`src/rtl/mem_port_arbiter_pkg.sv`:
```
// Shared definitions for the IF / Execute memory port arbiter:
// RV32I width codes, response owner encoding and store-lane helpers.
package mem_port_arbiter_pkg;

    // RV32I load width codes (func3)
    localparam logic [2:0] LB  = 3'd0;
    localparam logic [2:0] LH  = 3'd1;
    localparam logic [2:0] LW  = 3'd2;
    localparam logic [2:0] LBU = 3'd4;
    localparam logic [2:0] LHU = 3'd5;

    // RV32I store width codes (func3)
    localparam logic [2:0] SB  = 3'd0;
    localparam logic [2:0] SH  = 3'd1;
    localparam logic [2:0] SW  = 3'd2;

    // Consecutive D grants allowed while IF waits
    localparam int unsigned MAX_STREAK_DEFAULT = 4;

    // Owner of the access granted in the previous cycle
    typedef enum logic [1:0] {
        OwnNone = 2'd0,
        OwnIF   = 2'd1,
        OwnD    = 2'd2
    } owner_e;

    // Misaligned address or illegal width code on a D request
    function automatic logic d_req_error(input logic       write,
                                         input logic [2:0] func3,
                                         input logic [1:0] addr_lo);
        logic err;
        case (func3)
            LB:      err = 1'b0;
            LH:      err = addr_lo[0];
            LW:      err = (addr_lo != 2'b00);
            LBU:     err = write;
            LHU:     err = write | addr_lo[0];
            default: err = 1'b1;
        endcase
        return err;
    endfunction

    // Lane write enables for a store of the given width
    function automatic logic [3:0] store_byte_en(input logic [2:0] func3,
                                                 input logic [1:0] addr_lo);
        logic [3:0] be;
        case (func3)
            SB:      be = 4'b0001 << addr_lo;
            SH:      be = addr_lo[1] ? 4'b1100 : 4'b0011;
            default: be = 4'b1111;
        endcase
        return be;
    endfunction

    // Right-aligned store data replicated across every lane it may occupy
    function automatic logic [31:0] store_wdata(input logic [2:0]  func3,
                                                input logic [31:0] wdata);
        logic [31:0] d;
        case (func3)
            SB:      d = {4{wdata[7:0]}};
            SH:      d = {2{wdata[15:0]}};
            default: d = wdata;
        endcase
        return d;
    endfunction

endpackage

```
`src/rtl/mem_port_arbiter_load_aligner.sv`:
```
// Load aligner: picks the byte/halfword addressed by the latched low address
// bits out of the raw memory word and sign- or zero-extends it.
module load_aligner
    import mem_port_arbiter_pkg::*;
(
    input  logic [2:0]  func3_i,
    input  logic [1:0]  addr_lo_i,
    input  logic [31:0] rdata_i,
    output logic [31:0] data_o,
    output logic        err_o
);

    logic [7:0]  byte_sel;
    logic [15:0] half_sel;

    assign byte_sel = rdata_i[{addr_lo_i, 3'b000} +: 8];
    assign half_sel = addr_lo_i[1] ? rdata_i[31:16] : rdata_i[15:0];

    // Extend the selected lane according to the load width code
    always_comb begin
        data_o = '0;
        err_o  = 1'b0;
        case (func3_i)
            LB:  data_o = {{24{byte_sel[7]}}, byte_sel};
            LH: begin
                data_o = {{16{half_sel[15]}}, half_sel};
                err_o  = addr_lo_i[0];
            end
            LW: begin
                data_o = rdata_i;
                err_o  = (addr_lo_i != 2'b00);
            end
            LBU: data_o = {24'd0, byte_sel};
            LHU: begin
                data_o = {16'd0, half_sel};
                err_o  = addr_lo_i[0];
            end
            default: err_o = 1'b1;
        endcase
    end

endmodule

```
`src/rtl/mem_port_arbiter.sv`:
```
// Arbiter sharing one single-port 32-bit memory between instruction fetch
// and the Execute-stage load/store path. D has priority; a streak counter
// hands the port to IF after MAX_STREAK consecutive D grants.
module mem_port_arbiter
    import mem_port_arbiter_pkg::*;
#(
    parameter int unsigned ADDR_WIDTH = 32,
    parameter int unsigned DATA_WIDTH = 32,
    parameter int unsigned MAX_STREAK = MAX_STREAK_DEFAULT
) (
    input  logic                  clk,
    input  logic                  reset,
    input  logic                  ifReqValid,
    input  logic [ADDR_WIDTH-1:0] ifReqAddr,
    output logic                  ifReqReady,
    output logic                  ifRespValid,
    output logic [DATA_WIDTH-1:0] ifRespData,
    input  logic                  dReqValid,
    input  logic                  dReqWrite,
    input  logic [2:0]            dReqFunc3,
    input  logic [ADDR_WIDTH-1:0] dReqAddr,
    input  logic [DATA_WIDTH-1:0] dReqWData,
    output logic                  dReqReady,
    output logic                  dRespValid,
    output logic [DATA_WIDTH-1:0] dRespData,
    output logic                  dRespErr,
    output logic                  memEnable,
    output logic                  memWrite,
    output logic [ADDR_WIDTH-1:0] memAddr,
    output logic [3:0]            memByteEn,
    output logic [DATA_WIDTH-1:0] memWData,
    input  logic [DATA_WIDTH-1:0] memRData
);

    localparam int unsigned STREAK_W = $clog2(MAX_STREAK + 1);
    localparam logic [STREAK_W-1:0] STREAK_MAX = STREAK_W'(MAX_STREAK);

    logic [STREAK_W-1:0] streak_q, streak_d;
    owner_e              owner_q, owner_d;
    logic [2:0]          func3_q, func3_d;
    logic [1:0]          addr_lo_q, addr_lo_d;
    logic                write_q, write_d;
    logic                err_q, err_d;

    logic                if_grant;
    logic                d_grant;
    logic                d_err;
    logic [31:0]         load_data;
    logic                load_err;

    // Fetch addresses are word aligned; the low bits carry no information
    logic unused_if_addr_lo;
    assign unused_if_addr_lo = ^ifReqAddr[1:0];

    // Grant selection: D wins unless IF has waited through a full streak
    always_comb begin
        d_grant  = !reset && dReqValid && !(ifReqValid && (streak_q == STREAK_MAX));
        if_grant = !reset && ifReqValid && !d_grant;
        d_err    = d_req_error(dReqWrite, dReqFunc3, dReqAddr[1:0]);
    end

    assign dReqReady  = d_grant;
    assign ifReqReady = if_grant;

    // Drive the memory port for the granted requester; errored D requests
    // are accepted but never reach the memory
    always_comb begin
        memEnable = 1'b0;
        memWrite  = 1'b0;
        memAddr   = '0;
        memByteEn = '0;
        memWData  = '0;
        if (d_grant) begin
            if (!d_err) begin
                memEnable = 1'b1;
                memWrite  = dReqWrite;
                memAddr   = {dReqAddr[ADDR_WIDTH-1:2], 2'b00};
                if (dReqWrite) begin
                    memByteEn = store_byte_en(dReqFunc3, dReqAddr[1:0]);
                    memWData  = store_wdata(dReqFunc3, dReqWData);
                end
            end
        end else if (if_grant) begin
            memEnable = 1'b1;
            memAddr   = {ifReqAddr[ADDR_WIDTH-1:2], 2'b00};
        end
    end

    // Next streak count and the fields the response cycle needs
    always_comb begin
        if (if_grant || !ifReqValid) begin
            streak_d = '0;
        end else if (d_grant && (streak_q != STREAK_MAX)) begin
            streak_d = streak_q + 1'b1;
        end else begin
            streak_d = streak_q;
        end

        if (d_grant) begin
            owner_d = OwnD;
        end else if (if_grant) begin
            owner_d = OwnIF;
        end else begin
            owner_d = OwnNone;
        end
        func3_d   = dReqFunc3;
        addr_lo_d = dReqAddr[1:0];
        write_d   = dReqWrite;
        err_d     = d_err;
    end

    // Streak counter and response-owner register
    always_ff @(posedge clk) begin
        if (reset) begin
            streak_q  <= '0;
            owner_q   <= OwnNone;
            func3_q   <= '0;
            addr_lo_q <= '0;
            write_q   <= 1'b0;
            err_q     <= 1'b0;
        end else begin
            streak_q  <= streak_d;
            owner_q   <= owner_d;
            func3_q   <= func3_d;
            addr_lo_q <= addr_lo_d;
            write_q   <= write_d;
            err_q     <= err_d;
        end
    end

    load_aligner u_load_aligner (
        .func3_i   (func3_q),
        .addr_lo_i (addr_lo_q),
        .rdata_i   (memRData),
        .data_o    (load_data),
        .err_o     (load_err)
    );

    // Responses are gated by reset so a pending one never escapes
    always_comb begin
        ifRespValid = !reset && (owner_q == OwnIF);
        dRespValid  = !reset && (owner_q == OwnD);
        ifRespData  = ifRespValid ? memRData : '0;
        dRespErr    = dRespValid && (err_q || (!write_q && load_err));
        dRespData   = (dRespValid && !write_q && !dRespErr) ? load_data : '0;
    end

endmodule

```
`config.mk`:
```
export PLATFORM = sky130hd
export DESIGN_NAME = mem_port_arbiter
export DESIGN_NICKNAME = d
export VERILOG_FILES = /design/src/rtl/mem_port_arbiter_pkg.sv /design/src/rtl/mem_port_arbiter_load_aligner.sv /design/src/rtl/mem_port_arbiter.sv
export SDC_FILE = /design/constraint.sdc
export NUM_CORES = 1
export LEC_CHECK = 0
export BUFFER_PORTS_ARGS = -buffer_cell sky130_fd_sc_hd__buf_2
export CORE_AREA = 2 2 108 110
export DETAILED_ROUTE_END_ITERATION = 8
export DIE_AREA = 0 0 110 112
export PLACE_DENSITY_LB_ADDON = 0.2
export SLEW_MARGIN = 20
export SYNTH_ARGS = -nofsm -noshare
export SYNTH_HDL_FRONTEND = slang
export SYNTH_HIERARCHICAL = 1
export SYNTH_SLANG_ARGS = --single-unit
export TNS_END_PERCENT = 50
```
`constraint.sdc`:
```
create_clock -name clk -period 4.22 [get_ports clk]
set_clock_uncertainty 0.05 [all_clocks]
set_input_delay 0.633 -clock clk [delete_from_list [all_inputs] [get_ports clk]]
set_output_delay 0.633 -clock clk [all_outputs]
set_load 0.05 [all_outputs]
```
# Word-level counts from Yosys, hierarchy flattened
# Cells that the tools add are included.
totals:
  reg_bits: 12
  inputBits: 136
  out_inout_bits: 139
  word_cells: 76
op_classes:
  add_sub_neg: 1
  eq_ne: 12
  shift: 2
  n_mux: 25
  bitwise: 1
  n_reduce_logical: 28
op_table:
  columns: ["cell", "count"]
  rows:
  - ["$mux W32", 8]
  - ["$pmux W32 S5", 1]
  - ["$pmux W32 S2", 1]
  - ["$shiftx A32 B6 Y8", 1]
  - ["$mux W16", 1]
  - ["$mux W4", 4]
  - ["$eq A3 B3 Y1 const B", 5]
  - ["$logic_and A1 B1 Y1", 12]
  - ["$pmux W4 S2", 1]
  - ["$reduce_or A2 Y1", 4]
  - ["$eq A3 B1 Y1 const B", 2]
  - ["$eq A3 B2 Y1 const B", 2]
  - ["$logic_not A1 Y1", 6]
  - ["$logic_not A3 Y1", 2]
  - ["$mux W1", 6]
  - ["$pmux W1 S5", 1]
  - ["$reduce_bool A2 Y1", 2]
  - ["$shl A1 B2 Y4 const A", 1]
  - ["$add A3 B1 Y3 const B", 1]
  - ["$ne A3 B3 Y1 const B", 1]
  - ["$pmux W1 S3", 1]
  - ["$eq A2 B1 Y1 const B", 1]
  - ["$eq A2 B2 Y1 const B", 1]
  - ["$logic_or A1 B1 Y1", 2]
  - ["other kinds (2)", 2]

# Longest topological paths before layout
logic_depth:
  depth_word: 9
  ltp_mapped: 7
  depth_no_buf: 5

# Modules after synthesis
# The synthesis kept the hierarchy.
modules_own_cells:
  columns: ["mod", "n_inst", "cells_per_inst", "area_per_inst_um2", "seq_area_each_um2"]
  rows:
  - ["mem_port_arbiter", 1, 258, 1828.0, 240.2]
  - ["load_aligner", 1, 118, 828.3, 0.0]

# Worst setup path after synthesis
# Ideal clock, no wire load.
synth_path:
  kind: "input-to-output"
  startpoint: "in dReqFunc3[0]"
  endpoint: "out memWData[24]"
  arrival_ns: 3.060
  required_ns: 3.537
  path_slack_ns: 0.477
  path_stages: 5
  n_path_buf: 2
  path_cell_list: "buf_2 or4_4 a2111o_1 buf_6 a211oi_1"
synth_via:
  elab_chain_len: 5
  word_cells_on_any_way: 10
  classes_between: "eq/ne (4); mux (5); reduce/logical (1)"
synth_rtl:
  columns: ["item", "line", "rtl"]
  rows:
  - ["start, declared", "mem_port_arbiter.sv:20", "input logic [2:0] dReqFunc3,"]
  - ["$eq A3 B1 Y1 / $logic_not A3 Y1 (equally long branches)", "mem_port_arbiter_pkg.sv:32, mem_port_arbiter_pkg.sv:59", null]
  - ["$pmux W32 S2", "mem_port_arbiter_pkg.sv:59", "case (func3)"]
  - ["$mux W32", "mem_port_arbiter.sv:78", "if (dReqWrite) begin"]
  - ["$mux W32 *", "mem_port_arbiter.sv:74", "if (!d_err) begin"]
  - ["$mux W32 *", "mem_port_arbiter.sv:73", "if (d_grant) begin"]
  - ["end, declared", "mem_port_arbiter.sv:31", "output logic [DATA_WIDTH-1:0] memWData,"]
# Mark *: on every way between the ends. The rest lies on a longest branch, timed or not.

# Worst setup path in the final report
layout_path:
  startpoint: "in dReqFunc3[2]"
  endpoint: "out memWData[25]"
# The elaborated chain is that of the path after synthesis.

==> impl_metrics.tcl <==
set metrics [dict create \
    rows 39 \
    h-tree-depth 1 \
    cap_violations 0 \
    period_share_pct 81.7 \
    fin_crit_ns 3.45 \
    hold_viol 0 \
    critical-path-top-delay-family "compound AO/OA/AOI/OAI gates" \
    numPortBuffers 270 \
    path_common_cell "buf_2" \
    clk_pin_slew_ns 0.04 \
    cp.required_ns 3.54 \
    hp-start "streak_q[0]" \
    use_met1_pct 20.7 \
    dieHeight_um 112 \
    cts_hold_buf 0 \
    wl_um 12700 \
    crit_path_max_fanout 29 \
    synth.area.top_cells "and2_1, a22o_1, dfxtp_1" \
    die_area_um2 12300 \
    critPathBufInv 2 \
    synthTopCellsByCount "and2_1, nand2_1, a22o_1" \
    yosysTopAreaCell "and2_1" \
    die_w_um 110 \
    io_pins 275 \
    startpoint_type "input port" \
    fmax_mhz 290 \
    place_hpwl_um 10400 \
    grt_pass1_vias 3371 \
    wire_per_inst_um 16.6 \
    finalSetupTns_ns 0 \
    crit_chain "buf_2, or4_4, a2111o_2, a211oi_1, buf_2" \
    globalRouteMet2Util_pct 35.4 \
    gp_congestion 0.897 \
    leakagePower_nw 2.37 \
    grt_pass1_wl_um 18000 \
    clock_path_buffers 2 \
    vias 3677 \
    avgSynthCellArea_um2 7.06 \
    nets 760 \
    async_flop_share_pct 0 \
    cts-root-buf "clkbuf_16" \
    crit_slowest_cell "a2111o_2" \
    ir_worst_vdd_mv 0.105 \
    hold_class "reg -> reg" \
    post_cts_buffers 0 \
    ys_seq_area_share_pct 9.04 \
    antenna_found_initial 0 \
    syn-cell-area_um2 2660 \
    synthCells 376 \
    critPathLaunch "dReqFunc3[2]" \
    power_density_nw_per_um2 172 \
    synth_seq_cells 12 \
    syn_to_final_growth_pct 56.3 \
    dr.pass1.iters 6 \
    overflow 0 \
    synthFlopType "dfxtp_1" \
    crit_arrival_ns 2.77 \
    drive_above_1_share_pct 52.0 \
    tightest_slew_ns 0.961 \
    yosys.cell_count.top_type "and2_1" \
    initial_utilization_pct 23.8 \
    numCtsBuffers 3 \
    holdWs_ns 0.405 \
    ys_warn_count 6 \
    setup.worst_path.end_class "output port" \
    grt_use_total_pct 18.8 \
    regToRegStartpoint "streak_q[0]" \
    grt_max_degree 40 \
    drc_errors 0 \
    core_um2 11200 \
    insertedDiodeCount 0 \
    finalSetupViolations 0 \
    clkLatencyLatePin_ns 0.24 \
    slew_headroom_pct 35.9 \
    critPathKind "in -> out" \
    yosysUniqueCellTypes 49 \
    dr.first_iter.drc_count 133 \
    maxSlewViolCount 0 \
    status "finished clean" \
    critPathMaxStageDelay_ns 0.76 \
    synth-edff-count 0 \
    use_met3_pct 3.63 \
    vias_per_cell 4.81 \
    cts_tree "yes" \
    cts_resized 0 \
    grt_most_used_layer "met2" \
    synth_top_area_share_pct 15.1 \
    ant_nets 0 \
    rsz0062_at_grt "no" \
    clkSinkCount 12 \
]
-- worst paths after layout --
path / to / slack [ns] / cells past startpoint
setup / recovery: memWData[25] / 0.77 / 5
hold / removal: streak_q[0] / 0.41 / 1
setup reg to reg: owner_q[1] / 3.15 / 4
hold reg to reg: streak_q[0] / 0.41 / 1
-- flip-flops by register name (all words and copies together), names as in the netlist --
| signal | cells |
|---|---|
| func3_q | 3 |
| streak_q | 3 |
| write_q | 1 |
| err_q | 1 |
| addr_lo_q | 2 |
| owner_q | 2 |
-- cell type report --
type | count | area [µm²]
Fill cell | 1225 | 7020
Multi-Input combinational cell | 316 | 2190
Timing Repair Buffer | 279 | 1420
Sequential cell | 12 | 240
Tap cell | 143 | 179
Clock buffer | 4 | 88.8
Inverter | 10 | 37.5
-- cell families after synthesis --
| group | Yosys count | share of synthesized area [%] |
|---|---|---|
| and+or+nand+nor | 159 | 32.8 |
| AOI/OAI and AO/OA | 114 | 31.9 |
| buffers and inverters | 49 | 9.70 |
| muxes | 39 | 15.4 |
| DFF | 12 | 9.04 |
| adders and majority gates | 2 | 0.942 |
| other | 1 | 0.141 |
-- per-layer routing --
metal	part of all wire, %	up-vias
li1	-	1829
met1	37	1641
met2	52	187
met3	8.5	20
met4	2.6	0
met5	0	-
-- stage by stage --
step                      total power, mW  cell area [µm²]  util [%]  worst slack [ns]  std cells
after floorplan                     0.390             2660         -             0.477        377
after global placement              0.524             4060      36.4             0.648        760
after detailed placement            0.529             4060      36.4             0.602        760
after CTS                           0.722             4150      37.2             0.578        764
after global routing                0.754             4150      37.2             0.657        764
final                               0.715             4150      37.2             0.771        764
-- report_power, final --
part,leakage (nW),switching (mW),internal [mW]
clock network,0.0442,0.0480,0.143
registers,0.0993,0.0141,0.119
logic,2.23,0.252,0.139
total,2.37,0.315,0.401
-- cell usage in the layout (no fill, tap or decap), types with 2 or more instances in the layout --
master / instances
a22oi_1: 8
nand2_1: 35
clkbuf_16: 3
nand3_1: 2
mux2_2: 16
mux2i_1: 23
and2_1: 64
nor2_1: 28
a31oi_1: 16
a21oi_2: 10
conb_1: 2
ha_1: 2
a22o_1: 30
o21ai_0: 24
buf_4: 9
dfxtp_1: 12
a21oi_1: 4
buf_2: 270
nand2b_1: 2
and3_1: 9
inv_1: 10
a211oi_1: 8
nor2b_1: 6
nor3b_2: 2
Note: power is estimated with default switching activity, not from simulation.
